[src/rtl/obi_pkg.sv]
// obi_pkg: shared widths, master-index type and log2 helper for the OBI arbiter slice
package obi_pkg;

   localparam int OBI_AW = 32;
   localparam int OBI_DW = 32;

   typedef logic mid_t;

   function automatic int clog2(input int v);
      int r;
      r = 0;
      while ((1 << r) < v) r++;
      return r;
   endfunction

endpackage

[src/rtl/obi_id_fifo.sv]
// obi_id_fifo: in-order ID FIFO with simultaneous push/pop and natural pointer wrap
module obi_id_fifo
   import obi_pkg::*;
#(
   parameter int DEPTH = 4,
   parameter int W     = 1
) (
   input  logic         clk_i,
   input  logic         rst_ni,
   input  logic         push,
   input  logic         pop,
   input  logic [W-1:0] din,
   output logic         full,
   output logic         empty,
   output logic [W-1:0] head
);

   localparam int PW = (DEPTH > 1) ? clog2(DEPTH) : 1;
   localparam int CW = clog2(DEPTH) + 1;

   logic [W-1:0]  mem [DEPTH];
   logic [PW-1:0] rptr;
   logic [PW-1:0] wptr;
   logic [CW-1:0] count;

   function automatic logic [PW-1:0] inc(input logic [PW-1:0] p);
      return (p == PW'(DEPTH - 1)) ? '0 : p + 1'b1;
   endfunction

   assign full  = (count == CW'(DEPTH));
   assign empty = (count == '0);
   assign head  = mem[rptr];

   // storage is written on push only; contents need no reset since count gates reads
   always_ff @(posedge clk_i) begin
      if (push) mem[wptr] <= din;
   end

   // pointers and occupancy; push and pop in one cycle leave count unchanged
   always_ff @(posedge clk_i) begin
      if (!rst_ni) begin
         rptr  <= '0;
         wptr  <= '0;
         count <= '0;
      end else begin
         if (push) wptr <= inc(wptr);
         if (pop) rptr <= inc(rptr);
         count <= count + CW'(push) - CW'(pop);
      end
   end

endmodule

[src/rtl/obi_arbiter_2to1.sv]
// obi_arbiter_2to1: locking round-robin arbiter sharing one OBI slave between two masters
module obi_arbiter_2to1
   import obi_pkg::*;
#(
   parameter int MAX_OUTST = 4,
   parameter int AW        = OBI_AW,
   parameter int DW        = OBI_DW
) (
   input  logic              clk_i,
   input  logic              rst_ni,
   input  logic [1:0]        m_req_i,
   output logic [1:0]        m_gnt_o,
   input  logic [2*AW-1:0]   m_addr_i,
   input  logic [1:0]        m_we_i,
   input  logic [2*DW/8-1:0] m_be_i,
   input  logic [2*DW-1:0]   m_wdata_i,
   output logic [1:0]        m_rvalid_o,
   output logic [DW-1:0]     m_rdata_o,
   output logic              s_req_o,
   input  logic              s_gnt_i,
   output logic [AW-1:0]     s_addr_o,
   output logic              s_we_o,
   output logic [DW/8-1:0]   s_be_o,
   output logic [DW-1:0]     s_wdata_o,
   input  logic              s_rvalid_i,
   input  logic [DW-1:0]     s_rdata_i,
   output logic              err_o
);

   localparam int BW = DW / 8;

   mid_t sel;
   mid_t ptr;
   mid_t lock_sel;
   mid_t head;
   logic lock;
   logic full;
   logic empty;
   logic accept;
   logic pop;

   // a pending unaccepted request pins the selection; otherwise a lone requester wins, else the pointer
   assign sel = lock ? lock_sel : (m_req_i[0] ^ m_req_i[1]) ? m_req_i[1] : ptr;

   // a full ID FIFO blocks new requests, keeping s_rvalid_i off the s_req_o path
   assign s_req_o   = rst_ni && m_req_i[sel] && !full;
   assign accept    = s_req_o && s_gnt_i;
   assign m_gnt_o   = accept ? (sel ? 2'b10 : 2'b01) : 2'b00;
   assign s_addr_o  = sel ? m_addr_i[2*AW-1:AW] : m_addr_i[AW-1:0];
   assign s_we_o    = sel ? m_we_i[1] : m_we_i[0];
   assign s_be_o    = sel ? m_be_i[2*BW-1:BW] : m_be_i[BW-1:0];
   assign s_wdata_o = sel ? m_wdata_i[2*DW-1:DW] : m_wdata_i[DW-1:0];

   // responses return in order to the master recorded at the FIFO head
   assign pop        = rst_ni && s_rvalid_i && !empty;
   assign m_rvalid_o = pop ? (head ? 2'b10 : 2'b01) : 2'b00;
   assign m_rdata_o  = s_rdata_i;

   // lock holds the address phase stable until granted; pointer flips after every accept
   always_ff @(posedge clk_i) begin
      if (!rst_ni) begin
         ptr      <= 1'b0;
         lock     <= 1'b0;
         lock_sel <= 1'b0;
      end else begin
         lock <= s_req_o && !s_gnt_i;
         if (s_req_o && !s_gnt_i) lock_sel <= sel;
         if (accept) ptr <= ~sel;
      end
   end

   // a response with nothing outstanding is a protocol error, sticky until reset
   always_ff @(posedge clk_i) begin
      if (!rst_ni) err_o <= 1'b0;
      else if (s_rvalid_i && empty) err_o <= 1'b1;
   end

   obi_id_fifo #(
      .DEPTH(MAX_OUTST),
      .W    (1)
   ) u_fifo (
      .clk_i (clk_i),
      .rst_ni(rst_ni),
      .push  (accept),
      .pop   (pop),
      .din   (sel),
      .full  (full),
      .empty (empty),
      .head  (head)
   );

endmodule

[config.mk]
export PLATFORM = sky130hd
export DESIGN_NAME = obi_arbiter_2to1
export DESIGN_NICKNAME = d
export VERILOG_FILES = /design/src/rtl/obi_pkg.sv /design/src/rtl/obi_id_fifo.sv /design/src/rtl/obi_arbiter_2to1.sv
export SDC_FILE = /design/constraint.sdc
export NUM_CORES = 1
export LEC_CHECK = 0
export ABC_AREA = 1
export ABC_CLOCK_PERIOD_IN_PS = 2800
export CORE_AREA = 3 3 109 111
export CTS_CLUSTER_DIAMETER = 80
export CTS_CLUSTER_SIZE = 14
export DETAILED_ROUTE_END_ITERATION = 7
export DIE_AREA = 0 0 112 114
export HOLD_SLACK_MARGIN = 0.1
export PLACE_DENSITY_LB_ADDON = 0.25
export SYNTH_ARGS = -nofsm -noshare
export SYNTH_HDL_FRONTEND = slang
export SYNTH_SLANG_ARGS = --single-unit
[constraint.sdc]
create_clock -name clk_i -period 2.8 [get_ports clk_i]
set_input_delay 0.7 -clock clk_i [delete_from_list [all_inputs] [get_ports clk_i]]
set_output_delay 0.7 -clock clk_i [all_outputs]
set_load 0.05 [all_outputs]
# --- Word-level counts from Yosys, hierarchy flattened ---
# Memories as Yosys holds them, arrays and structs flattened. A register that Yosys moved wholly into a read port is not among the register bits.
# Cells that the tools add are included.
word_totals:
  register_bits: 11
  ramBits: 4
  input_bits: 176
  out_inout_bits: 107
  word_cells: 47
  mem_count: 1
classes:
  addsub: 4
  order_cmp: 1
  n_eq_ne: 3
  mux: 18
  n_bitwise: 2
  reduce_logical: 11
mem_list:
  columns: ["memory", "words", "width", "read_ports", "rd_ports_with_merged_regs", "wr", "line", "text"]
  rows:
  - ["u_fifo.mem", 4, 1, 1, 1, 1, "obi_id_fifo.sv:21", "logic [W-1:0] mem [DEPTH];"]
ops:
  columns: ["cell", "count"]
  rows:
  - ["$mux W32", 2]
  - ["$mux W2", 8]
  - ["$logic_and A1 B1 Y1", 7]
  - ["$mux W1", 7]
  - ["$add A2 B1 Y2 const B", 2]
  - ["$eq A2 B2 Y1 const B", 2]
  - ["$mux W4", 1]
  - ["$add A3 B1 Y3", 1]
  - ["$eq A3 B3 Y1 const B", 1]
  - ["$logic_not A1 Y1", 3]
  - ["$logic_not A3 Y1", 1]
  - ["$sub A3 B1 Y3", 1]
  - ["$lt A1 B2 Y1 const B", 1]
  - ["$not A1 Y1", 1]
  - ["$xor A1 B1 Y1", 1]

# --- Depth between registers and ports, before layout ---
logic_depth:
  word_depth: 10
  depth_mapped: 15
  depth_no_buf: 14

# --- By module ---
# From an unflattened synthesis, not the netlist that was laid out.
unflattened:
  cells_unflattened: 367
  hier_area_um2: 1990.7
by_module_without_submodules:
  columns: ["module", "n_inst", "cells_per_inst", "area_each_um2", "seq_area_each_um2"]
  rows:
  - ["obi_arbiter_2to1", 1, 297, 1377.6, 80.1]
  - ["obi_id_fifo", 1, 70, 613.1, 300.3]

# --- Worst setup path after synthesis ---
# No wires, ideal clock.
synth_timing:
  kind: "in2out"
  start: "in rst_ni"
  end: "out m_gnt_o[0]"
  arrival_ns: 2.018
  t_required_ns: 2.100
  path_slack_ns: 0.082
  cell_stages: 6
  path_buffers: 2
  cell_sequence: "buf_4 -> inv_1 -> a21oi_2 -> nand4_4 -> buf_6 -> nor2_1"
synth_between:
  elab_chain_len: 4
synth_lines:
  columns: ["item", "line", "text"]
  rows:
  - ["from (decl)", "obi_arbiter_2to1.sv:10", "input logic rst_ni,"]
  - ["$logic_and A1 B1 Y1 (2 in a row)", "obi_arbiter_2to1.sv:46", "assign s_req_o = rst_ni && m_req_i[sel] && !full;"]
  - ["$logic_and A1 B1 Y1", "obi_arbiter_2to1.sv:47", "assign accept = s_req_o && s_gnt_i;"]
  - ["$mux W2", "obi_arbiter_2to1.sv:48", "assign m_gnt_o = accept ? (sel ? 2'b10 : 2'b01) : 2'b00;"]
  - ["to (decl)", "obi_arbiter_2to1.sv:12", "output logic [1:0] m_gnt_o,"]
# No other way between the ends.

# --- Worst setup path in the final report ---
layout_timing:
  start: "in m_req_i[1]"
  end: "out m_gnt_o[1]"
layout_between:
  elab_chain_len: 9
  elab_cells_between_ends: 10
  cone_classes: "6 x mux; 1 x bitwise; 3 x reduce/logical"
layout_lines:
  columns: ["item", "line", "text"]
  rows:
  - ["from (decl)", "obi_arbiter_2to1.sv:11", "input logic [1:0] m_req_i,"]
  - ["$xor A1 B1 Y1", "obi_arbiter_2to1.sv:43", "assign sel = lock ? lock_sel : (m_req_i[0] ^ m_req_i[1]) ? m_req_i[1] : ptr;"]
  - ["$mux W1 (2 in a row)", "obi_arbiter_2to1.sv:43", null]
  - ["$mux W1 (implied by the code) (2 in a row)", "obi_arbiter_2to1.sv:46", null]
  - ["$logic_and A1 B1 Y1 (2 in a row)", "obi_arbiter_2to1.sv:46", null]
  - ["$logic_and A1 B1 Y1", "obi_arbiter_2to1.sv:47", null]
  - ["$mux W2 *", "obi_arbiter_2to1.sv:48", null]
# Mark *: on every way between the ends. The rest lies on a longest branch, timed or not. The select of a mux whose other input is x is not followed.

==> impl_metrics.yaml <==
outcome:
  status: "finished clean"
setup_path:
  cp.required_ns: 2.10
  crit_type: "primary input to output port"
  cpMaxStageDelayCell: "dlygate4sd2_1"
  cp_slowest_stage_delay_ns: 0.25
  path_common_cell: "buf_4"
  reg2regPathDepth: 12
  crit_fanout: 4
  crit_chain: "dlygate4sd2_1, inv_2, a21oi_2, nand2_2, buf_4, nand3_2, nand4_4, buf_4, nor2_4, buf_12"
  cp_data_arrival_time_ns: 2.01
  endpoint_kind: "output port"
  start_kind: "primary input"
finish:
  syn_to_final_growth_pct: 152
  fin_cells: 704
  fill_cells: 1038
  drive_gt1_share_pct: 21.1
  stdcell_area_um2: 5130
  nNetsFinal: 749
  diodes: 0
  regArea_um2: 380
  multi_input_area_um2: 1210
route:
  drt_pass1_iterations: 4
  wl_um: 9450
  drc_errors: 0
  antenna_left: 0
  drt_iter0_drc: 96
  viasPerCell: 3.96
  vias: 2788
  routedWlPerCell_um: 13.4
floorplan:
  die_w_um: 112
  start_util_pct: 18.7
  core-area_um2: 10900
  boundaryPins: 283
  dieHeight_um: 114
  die_area_um2: 12800
  num_rows: 38
global_routing:
  grt_overflow: 0
  grt_pass1_wl_um: 14200
  antenna_found_initial: 0
  grt_max_degree: 40
  grt_use_total_pct: 13.6
  grt_pass1_vias: 2795
clocking:
  cts.sinks: 17
  tritoncts: "yes"
  clockBufferDepth: 2
  ctsHoldBuffers: 0
  cts.clk_slew.worst_paths_ns: 0.07
  cts_root_buf: "clkbuf_8"
  clock_latency_ns: 0.26
  cts_max_level: 1
  cts_buffers: 3
yosys:
  syn-instance-count: 366
  synth_nets: 550
  synth_area_um2: 2030
  yosysWarningCount: 0
  synth_seq_cells: 17
  syn_avg_cell_area_um2: 5.55
  yosysUniqueCellTypes: 26
  ys_seq_area_share_pct: 18.7
flow_run:
  maxCapViolCount: 0
timing:
  rsz0062_at_grt: "yes"
  worstMarginPinSlew_ns: 0.509
  finalCritPeriodShare_pct: 96.9
  timing.fmax_mhz: 369
  layout_setup_ws_ns: 0.0878
  final.setup_skew_ns: 0.00227
  drv_slew: 0
  setup_viol_count_final: 0
  tns_ns: 0
  hold_viol_final: 0
  finalCriticalPeriod_ns: 2.71
  max_slew_margin_pct: 66.0
power:
  clock_power_share_pct: 6.9
  combinationalPowerShare_pct: 80.9
  p_leak_nw: 2.52
  design_power_total_mw: 2.71
  ir_drop_mv: 0.215
  switching_power_mw: 1.27
  powerDensity_nw_per_um2: 529
  switching_share_pct: 46.9
  intPower_mw: 1.44
  p_seq_share_pct: 12.2
place:
  pre_cts_ws_ns: -0.224
  place_area_um2: 4960
  portBuffers: 218
  dp_hpwl_um: 8170
  dp.cells: 694
  place.gp.congestion: 0.868
worst_hold_path:
  hp-class: "flip-flop to flip-flop"
  whs_path_depth: 2
-- final timing paths --
check                                       end             from  slack (ns)
worst max-delay path                 m_gnt_o[1]       m_req_i[1]        0.09
worst min-delay path                      err_o            err_o        0.45
worst max register to register  u_fifo.count[2]  u_fifo.count[1]        0.59
worst min register to register            err_o            err_o        0.45
-- Yosys cell counts (all sizes together) --
library cell  count  area (µm²)
nand2           231         877
buf              49         362
inv              26         100
nor2             18        77.6
dfxtp            13         260
a21oi             7        42.5
ha                7        87.6
edfxtp            4         120
nand3             2        15.0
nand4             2        27.5
o21ai             2        10.0
a32oi             1        8.76
fa                1        20.0
nor3              1        5.00
o211a             1        10.0
xor2              1        8.76
-- routing by layer --
layer  up-vias  global-route usage (%)  wire length (µm)  share of wire (%)
met3        13                    4.77               899                9.5
met4         0                    3.45               154                1.6
li1       1454                       -                 -                  -
met5         -                       0                 0                  0
met2       139                    25.7              5050                 53
met1      1182                    14.4              3340                 35
-- power by group through the flow --
stage / combinational [mW] / sequential, mW / clock (mW)
global route: 2.31 / 0.339 / 0.200
detailed placement: 2.15 / 0.337 / 0
finish: 2.19 / 0.332 / 0.188
global placement: 2.14 / 0.333 / 0
CTS: 2.19 / 0.333 / 0.192
floorplan: 1.13 / 0.345 / 0
-- area by class of cell --
type / instances / area share, %
Sequential cell: 17 / 7.42
Tap cell: 140 / 3.42
Clock buffer: 3 / 0.805
Inverter: 26 / 2.05
Clock inverter: 1 / 0.0976
Multi-Input combinational cell: 274 / 23.7
Timing Repair Buffer: 243 / 62.6
-- kinds of logic (layout without fill, tap and decap cells) --
logic type | Yosys count | count (layout) | synth area share [%]
AND/OR/NAND/NOR | 254 | 254 | 49.3
buffers and inverters | 75 | 273 | 22.7
AO/OA/AOI/OAI | 11 | 11 | 3.51
XOR/XNOR | 1 | 1 | 0.431
adder cells (fa/ha/maj) | 8 | 8 | 5.30
flip-flops | 17 | 17 | 18.7
-- placed cells by master (no fill, tap or decap), types with 3 or more instances in the layout --
cell type / synthesis / routed
inv_1: 22 / 22
a21oi_1: 5 / 5
inv_2: 3 / 3
ha_1: 7 / 7
dfxtp_1: 13 / 13
buf_12: 0 / 78
nand2_2: 4 / 3
edfxtp_1: 4 / 4
clkdlybuf4s50_1: 0 / 141
nor2_1: 16 / 15
buf_4: 39 / 18
clkbuf_8: 0 / 3
nand2_1: 227 / 226
-- per-stage QoR --
step | hold slack (ns) | utilization [%]
global placement | 0.433 | 45.6
floorplan | 0.462 | -
finish | 0.447 | 47.1
CTS | 0.453 | 46.6
global route | 0.508 | 47.1
detailed placement | 0.444 | 45.6
-- critical path, delay by kind of cell --
| family | cells | cell delay (ns) |
|---|---|---|
| buf+inv | 5 | 0.76 |
| simple gates | 4 | 0.42 |
| compound gates | 1 | 0.12 |
-- timing repair --
action                                  4_1_cts  5_1_grt
pin swaps                                     1        1
buffers inserted                              2        2
gates resized for setup                       7        4
gates cloned                                  1        1
endpoints found under the setup margin       72       35
Note: power is estimated with default switching activity, not from simulation.
